==> config.mk <==
export PLATFORM = sky130hd
export DESIGN_NAME = imem_port_arbiter
export DESIGN_NICKNAME = d
export VERILOG_FILES = /design/src/rtl/imem_pkg.sv /design/src/rtl/imem_addr_decode.sv /design/src/rtl/imem_port_arbiter.sv
export SDC_FILE = /design/constraint.sdc
export NUM_CORES = 1
export LEC_CHECK = 0
export ABC_CLOCK_PERIOD_IN_PS = 2170
export BUFFER_PORTS_ARGS = -buffer_cell sky130_fd_sc_hd__buf_2
export CORE_AREA = 4 4 83 85
export CTS_CLUSTER_DIAMETER = 40
export DETAILED_ROUTE_END_ITERATION = 12
export DIE_AREA = 0 0 87 89
export PLACE_DENSITY = 0.79
export SLEW_MARGIN = 15
export SYNTH_ARGS = -nofsm -noshare
export SYNTH_HDL_FRONTEND = slang
export SYNTH_SLANG_ARGS = --single-unit
==> constraint.sdc <==
create_clock -name clk -period 2.17 [get_ports clk]
set_input_delay 0.1085 -clock clk [delete_from_list [all_inputs] [get_ports clk]]
set_output_delay 0.1085 -clock clk [all_outputs]
set_load 0.005 [all_outputs]
==> src/rtl/imem_pkg.sv <==
// Types and address helpers shared by the instruction-memory port arbiter and its decoders.
package imem_pkg;

    typedef enum logic [1:0] {
        RUN     = 2'd0,
        LOAD    = 2'd1,
        RESTART = 2'd2
    } arb_state_e;

    localparam logic [31:0] NOP_INSN = 32'h0000_0013;

    typedef struct packed {
        logic        legal;
        logic [31:0] word;
    } addr_dec_t;

    // Byte address -> word number, legal when word aligned and inside the memory.
    function automatic addr_dec_t decode_addr(input logic [31:0] addr, input int unsigned depth);
        addr_dec_t res;
        res.word  = {2'b00, addr[31:2]};
        res.legal = (addr[1:0] == 2'b00) && (res.word < depth);
        return res;
    endfunction

endpackage

==> src/rtl/imem_addr_decode.sv <==
// Combinational byte-address to word-index conversion with legality check.
module imem_addr_decode
    import imem_pkg::*;
#(
    parameter int MEMORY_DEPTH = 64,
    parameter int AW           = $clog2(MEMORY_DEPTH)
) (
    input  logic [31:0]   addr_i,
    output logic          legal_o,
    output logic [AW-1:0] index_o
);

    addr_dec_t dec;

    assign dec     = decode_addr(addr_i, MEMORY_DEPTH);
    // Zero upper word bits make the truncated index unambiguous; the bound already implies it.
    assign legal_o = dec.legal && (dec.word[31:AW] == '0);
    assign index_o = dec.word[AW-1:0];

endmodule

==> src/rtl/imem_port_arbiter.sv <==
// Shares the instruction-memory port between fetch reads and loader writes; a load
// session stalls the core and finishes with a single-cycle restart pulse.
module imem_port_arbiter
    import imem_pkg::*;
#(
    parameter int                    DATA_WIDTH   = 32,
    parameter int                    MEMORY_DEPTH = 64,
    parameter int                    AW           = $clog2(MEMORY_DEPTH),
    parameter logic [DATA_WIDTH-1:0] NOP_INSN     = imem_pkg::NOP_INSN
) (
    input  logic                  clk,
    input  logic                  reset,
    input  logic                  fetch_req_i,
    input  logic [31:0]           fetch_addr_i,
    output logic                  fetch_gnt_o,
    output logic                  fetch_rvalid_o,
    output logic [DATA_WIDTH-1:0] fetch_rdata_o,
    output logic                  fetch_err_o,
    input  logic                  load_req_i,
    input  logic [31:0]           load_addr_i,
    input  logic [DATA_WIDTH-1:0] load_wdata_i,
    input  logic                  load_last_i,
    output logic                  load_gnt_o,
    output logic                  load_err_o,
    output logic [AW:0]           load_count_o,
    output logic                  cpu_stall_o,
    output logic                  cpu_restart_o,
    output logic [AW-1:0]         mem_addr_o,
    output logic                  mem_we_o,
    output logic [DATA_WIDTH-1:0] mem_wdata_o,
    input  logic [DATA_WIDTH-1:0] mem_rdata_i
);

    localparam logic [AW:0] COUNT_MAX = (AW+1)'(MEMORY_DEPTH);

    arb_state_e            state_q, state_d;
    logic [AW:0]           load_count_q, load_count_d;
    logic                  fetch_rvalid_q, fetch_err_q, load_err_q;
    logic [DATA_WIDTH-1:0] fetch_rdata_q;

    logic                  fetch_legal, load_legal;
    logic [AW-1:0]         fetch_idx, load_idx;
    logic                  fetch_gnt, load_gnt;
    logic [AW-1:0]         mem_addr;
    logic                  mem_we;
    logic [DATA_WIDTH-1:0] mem_wdata;

    imem_addr_decode #(.MEMORY_DEPTH(MEMORY_DEPTH), .AW(AW)) u_fetch_dec (
        .addr_i  (fetch_addr_i),
        .legal_o (fetch_legal),
        .index_o (fetch_idx)
    );

    imem_addr_decode #(.MEMORY_DEPTH(MEMORY_DEPTH), .AW(AW)) u_load_dec (
        .addr_i  (load_addr_i),
        .legal_o (load_legal),
        .index_o (load_idx)
    );

    // Grants are suppressed while reset is held so no write can commit on a reset edge.
    always_comb begin
        state_d      = state_q;
        load_count_d = load_count_q;
        fetch_gnt    = 1'b0;
        load_gnt     = 1'b0;
        mem_addr     = '0;
        mem_we       = 1'b0;
        mem_wdata    = '0;
        unique case (state_q)
            RUN: begin
                fetch_gnt = fetch_req_i && !load_req_i && !reset;
                if (fetch_gnt && fetch_legal) begin
                    mem_addr = fetch_idx;
                end
                if (load_req_i) begin
                    state_d      = LOAD;
                    load_count_d = '0;
                end
            end
            LOAD: begin
                load_gnt = load_req_i && !reset;
                if (load_gnt) begin
                    if (load_legal) begin
                        mem_we    = 1'b1;
                        mem_addr  = load_idx;
                        mem_wdata = load_wdata_i;
                        if (load_count_q != COUNT_MAX) begin
                            load_count_d = load_count_q + 1'b1;
                        end
                    end
                    if (load_last_i) begin
                        state_d = RESTART;
                    end
                end
            end
            RESTART: state_d = RUN;
            default: state_d = RUN;
        endcase
    end

    always_ff @(posedge clk) begin
        if (reset) begin
            state_q        <= RUN;
            load_count_q   <= '0;
            fetch_rvalid_q <= 1'b0;
            fetch_err_q    <= 1'b0;
            fetch_rdata_q  <= '0;
            load_err_q     <= 1'b0;
        end else begin
            state_q        <= state_d;
            load_count_q   <= load_count_d;
            fetch_rvalid_q <= fetch_gnt;
            fetch_err_q    <= fetch_gnt && !fetch_legal;
            load_err_q     <= load_gnt && !load_legal;
            if (fetch_gnt) begin
                fetch_rdata_q <= fetch_legal ? mem_rdata_i : NOP_INSN;
            end
        end
    end

    assign fetch_gnt_o    = fetch_gnt;
    assign fetch_rvalid_o = fetch_rvalid_q;
    assign fetch_rdata_o  = fetch_rdata_q;
    assign fetch_err_o    = fetch_err_q;
    assign load_gnt_o     = load_gnt;
    assign load_err_o     = load_err_q;
    assign load_count_o   = load_count_q;
    assign cpu_stall_o    = (state_q != RUN);
    assign cpu_restart_o  = (state_q == RESTART);
    assign mem_addr_o     = mem_addr;
    assign mem_we_o       = mem_we;
    assign mem_wdata_o    = mem_wdata;

endmodule
==> impl_metrics.py <==
metrics = {
    "placement": {
        "place_ws_ns": 0.393,
        "place_congestion": 0.882,
        "post_dp_cell_area_sq_um": 3310,
        "hpwl_microns": 7580,
        "placed_cells": 563,
        "port_buffers": 217,
    },
    "logic_synthesis": {
        "yosys_warnings": 0,
        "ys.flop_type": "dfxtp_1",
        "syn_nets": 413,
        "synth_top_area_share_pct": 41.1,
        "synth_common_cells": "dfxtp_1, a21oi_1, nand2_1, nand3_1, and2_1",
        "synth-edff-count": 0,
        "synth-xor-area-share_pct": 0,
        "netlist_top_cells_area": "dfxtp_1, a21oi_1, and2_1",
        "synthSimpleGateAreaFrac_pct": 37.9,
        "synth_area_per_cell_sq_um": 7.71,
        "synthMuxAreaShare_pct": 0,
        "synth_compound_area_share_pct": 14.8,
        "synthesis.area_sq_um": 2140,
        "yosysSeqAreaShare_pct": 41.1,
        "ys_seq_elements": 44,
        "async_reset_ff_share_pct": 0,
        "synth_top_family_by_area": "simple AND/OR/NAND/NOR gates",
        "synthAdderAreaFrac_pct": 1.17,
        "syn_inst": 278,
        "synth_cell_types": 29,
        "synth_top_area_cell": "dfxtp_1",
        "synth.most_common_cell": "dfxtp_1",
    },
    "setup_path": {
        "reg2reg_depth": 5,
        "cp-start-kind": "flop",
        "cp.arrival_ns": 1.98,
        "path_cells": "nand2b_1 > or2_2 > nor4_4 > buf_4 > and2_1 > buf_2",
        "crit_slowest_cell": "dfxtp_1",
        "cpPeakStageDelay_ns": 0.34,
        "required_ns": 2.06,
        "crit_cells": 6,
        "crit_path_end_kind": "output pin",
        "setup.worst_path.class": "reg -> out",
        "critPathTopFamily": "simple AND/OR/NAND/NOR gates",
        "crit_buf_inv": 2,
        "crit_fanout": 27,
    },
    "layout": {
        "fillers": 617,
        "layout-drive-gt1-share_pct": 48.6,
        "final_area_sq_um": 3420,
        "fin_cells": 570,
        "nNetsFinal": 628,
        "utilization_pct": 55.1,
        "seqCellArea_sq_um": 882,
        "area.growth.synth_to_final_pct": 59.3,
        "multi_input_area_sq_um": 1160,
    },
    "power": {
        "swShare_pct": 22.6,
        "finalPower_mw": 1.62,
        "p_leak_nw": 1.77,
        "clkPwrFrac_pct": 36.6,
        "power.share.combinational_pct": 12.8,
        "p_int_mw": 1.25,
        "power.density_nw_per_um2": 474,
        "ir_worst_vdd_mv": 0.424,
        "seq_power_share_pct": 50.7,
        "p_sw_uw": 366,
    },
    "route": {
        "drt_iter0_markers": 147,
        "routed_wl_microns": 9220,
        "postRouteAntennaNets": 0,
        "first_pass_iters": 4,
        "dr.max_layer_used": "met4",
        "wl_met1_microns": 3680,
        "wl_per_cell_microns": 16.2,
        "viasPerCell": 5.04,
        "drc": 0,
        "vias": 2870,
        "wl_met3_microns": 926,
        "wl_met2_microns": 4540,
    },
    "clock_tree": {
        "clk_pin_slew_ns": 0.07,
        "cts_sinks": 44,
        "cts_setup_buffers": 0,
        "root_buffer": "clkbuf_8",
        "tritoncts": "built",
        "cts_buffers": 5,
        "cts_htree_levels": 2,
        "clk_latency_ns": 0.29,
        "cts_buffer_depth": 2,
    },
    "grt": {
        "grt_pass1_wl_microns": 13500,
        "grt_max_degree": 34,
        "grt_overflow": 0,
        "antenna_found_initial": 1,
        "grt_pass1_vias": 2693,
        "grt.total_usage_pct": 22.2,
    },
    "die": {
        "fp.dieH_microns": 89,
        "core_sq_um": 6200,
        "initial_core_util_pct": 34.6,
        "die_area_sq_um": 7740,
        "ios": 218,
        "rows": 29,
        "die_width_microns": 87,
    },
    "sta": {
        "final_max_slew_viol_count": 0,
        "setup_slack_ns": 0.0849,
        "relSlewSlack_pct": 74.0,
        "setup_viol": 0,
        "fin_crit_ns": 2.09,
        "finalCritPeriodShare_pct": 96.1,
        "tightest_slew_ns": 0.388,
        "fmax_mhz": 480,
        "fin_worst_skew_ns": 0.00406,
        "rsz0062_at_grt": "yes",
        "finalHoldViolCount": 0,
        "fin_setup_tns_ns": 0,
        "holdWs_ns": 0.0496,
    },
    "hold_path": {
        "hp-class": "in -> reg",
        "holdPathStages": 2,
    },
    "status": {
        "outcome": "complete, no violations",
    },
    "job": {
        "max_cap_violations": 0,
    },
}
## worst register-to-register path, delay by kind of cell (launching register included)
family,cells,cell delay [ns]
compound gates,1,0.34
flops,1,0.34
simple gates,4,0.94
## layout by cell type (no fill, tap or decap), types with 2 or more instances in the layout
master    Yosys  final
a22o_1        6      6
o21ai_0       5      5
inv_1         7      7
nor4_2        4      3
a31oi_1       2      2
nor2_1       12     11
ha_1          2      2
dfxtp_1      44     43
and3_1        2      2
and2_1       33     33
nand3_1      35     35
nor4_1       10     10
or3_1         5      5
buf_2         7    217
buf_4         1      8
nand2_1      35     35
nand4_1       6      6
nor3_1        3      3
clkbuf_8      0      5
a21oi_1      42     42
## registers in the layout, summed over array words and instances, names as in the netlist
signal / flops
fetch_rdata_o: 32
load_count_o: 7
state_q: 2
fetch_err_o: 1
fetch_rvalid_o: 1
load_err_o: 1
## power groups by stage
stage	Clock [mW]	Combinational, mW	Sequential [mW]
after floorplan	0	0.0535	0.840
after global placement	0	0.205	0.839
after detailed placement	0	0.206	0.840
after CTS	0.607	0.208	0.821
after global routing	0.634	0.228	0.822
final	0.592	0.207	0.821
## area by class of cell
| class | count | share of cell area, % |
|---|---|---|
| clock inverter | 1 | 0.879 |
| sequential | 44 | 25.8 |
| multi-input combinational | 210 | 34.1 |
| inverter | 7 | 0.769 |
| antenna | 1 | 0.0732 |
| timing repair buffer | 225 | 33.5 |
| tap | 77 | 2.82 |
| clock buffer | 5 | 2.01 |
## layer usage
metal / global-route usage [%] / vias up
met5: 0 / -
met2: 39.7 / 141
met4: 5.24 / 0
li1: - / 1406
met1: 26.2 / 1313
met3: 6.18 / 10
## kinds of logic (layout without fill, tap and decap cells)
family | Yosys count | count (layout)
AOI/OAI and AO/OA | 57 | 57
adders and majority gates | 2 | 2
buffers and inverters | 24 | 238
DFF | 44 | 44
other | 0 | 1
and+or+nand+nor | 151 | 151
## what timing repair did
item / in CTS / in global routing
gates resized for setup: 0 / 1
hold buffers: 0 / 0
endpoints found under the setup margin: 0 / 22
## final timing paths
path	endpoint	slack (ns)	startpoint
worst max-delay path	mem_wdata_o[8]	0.08	state_q[1]$_SDFFE_PP0P_
worst min register to register	fetch_rdata_o[21]$_SDFFE_PP0P_	0.45	fetch_rdata_o[21]$_SDFFE_PP0P_
worst min-delay path	state_q[1]$_SDFFE_PP0P_	0.05	load_last_i
worst max register to register	load_count_o[4]$_SDFFE_PP0P_	0.50	state_q[1]$_SDFFE_PP0P_
Power figures use the tool's default switching activity.
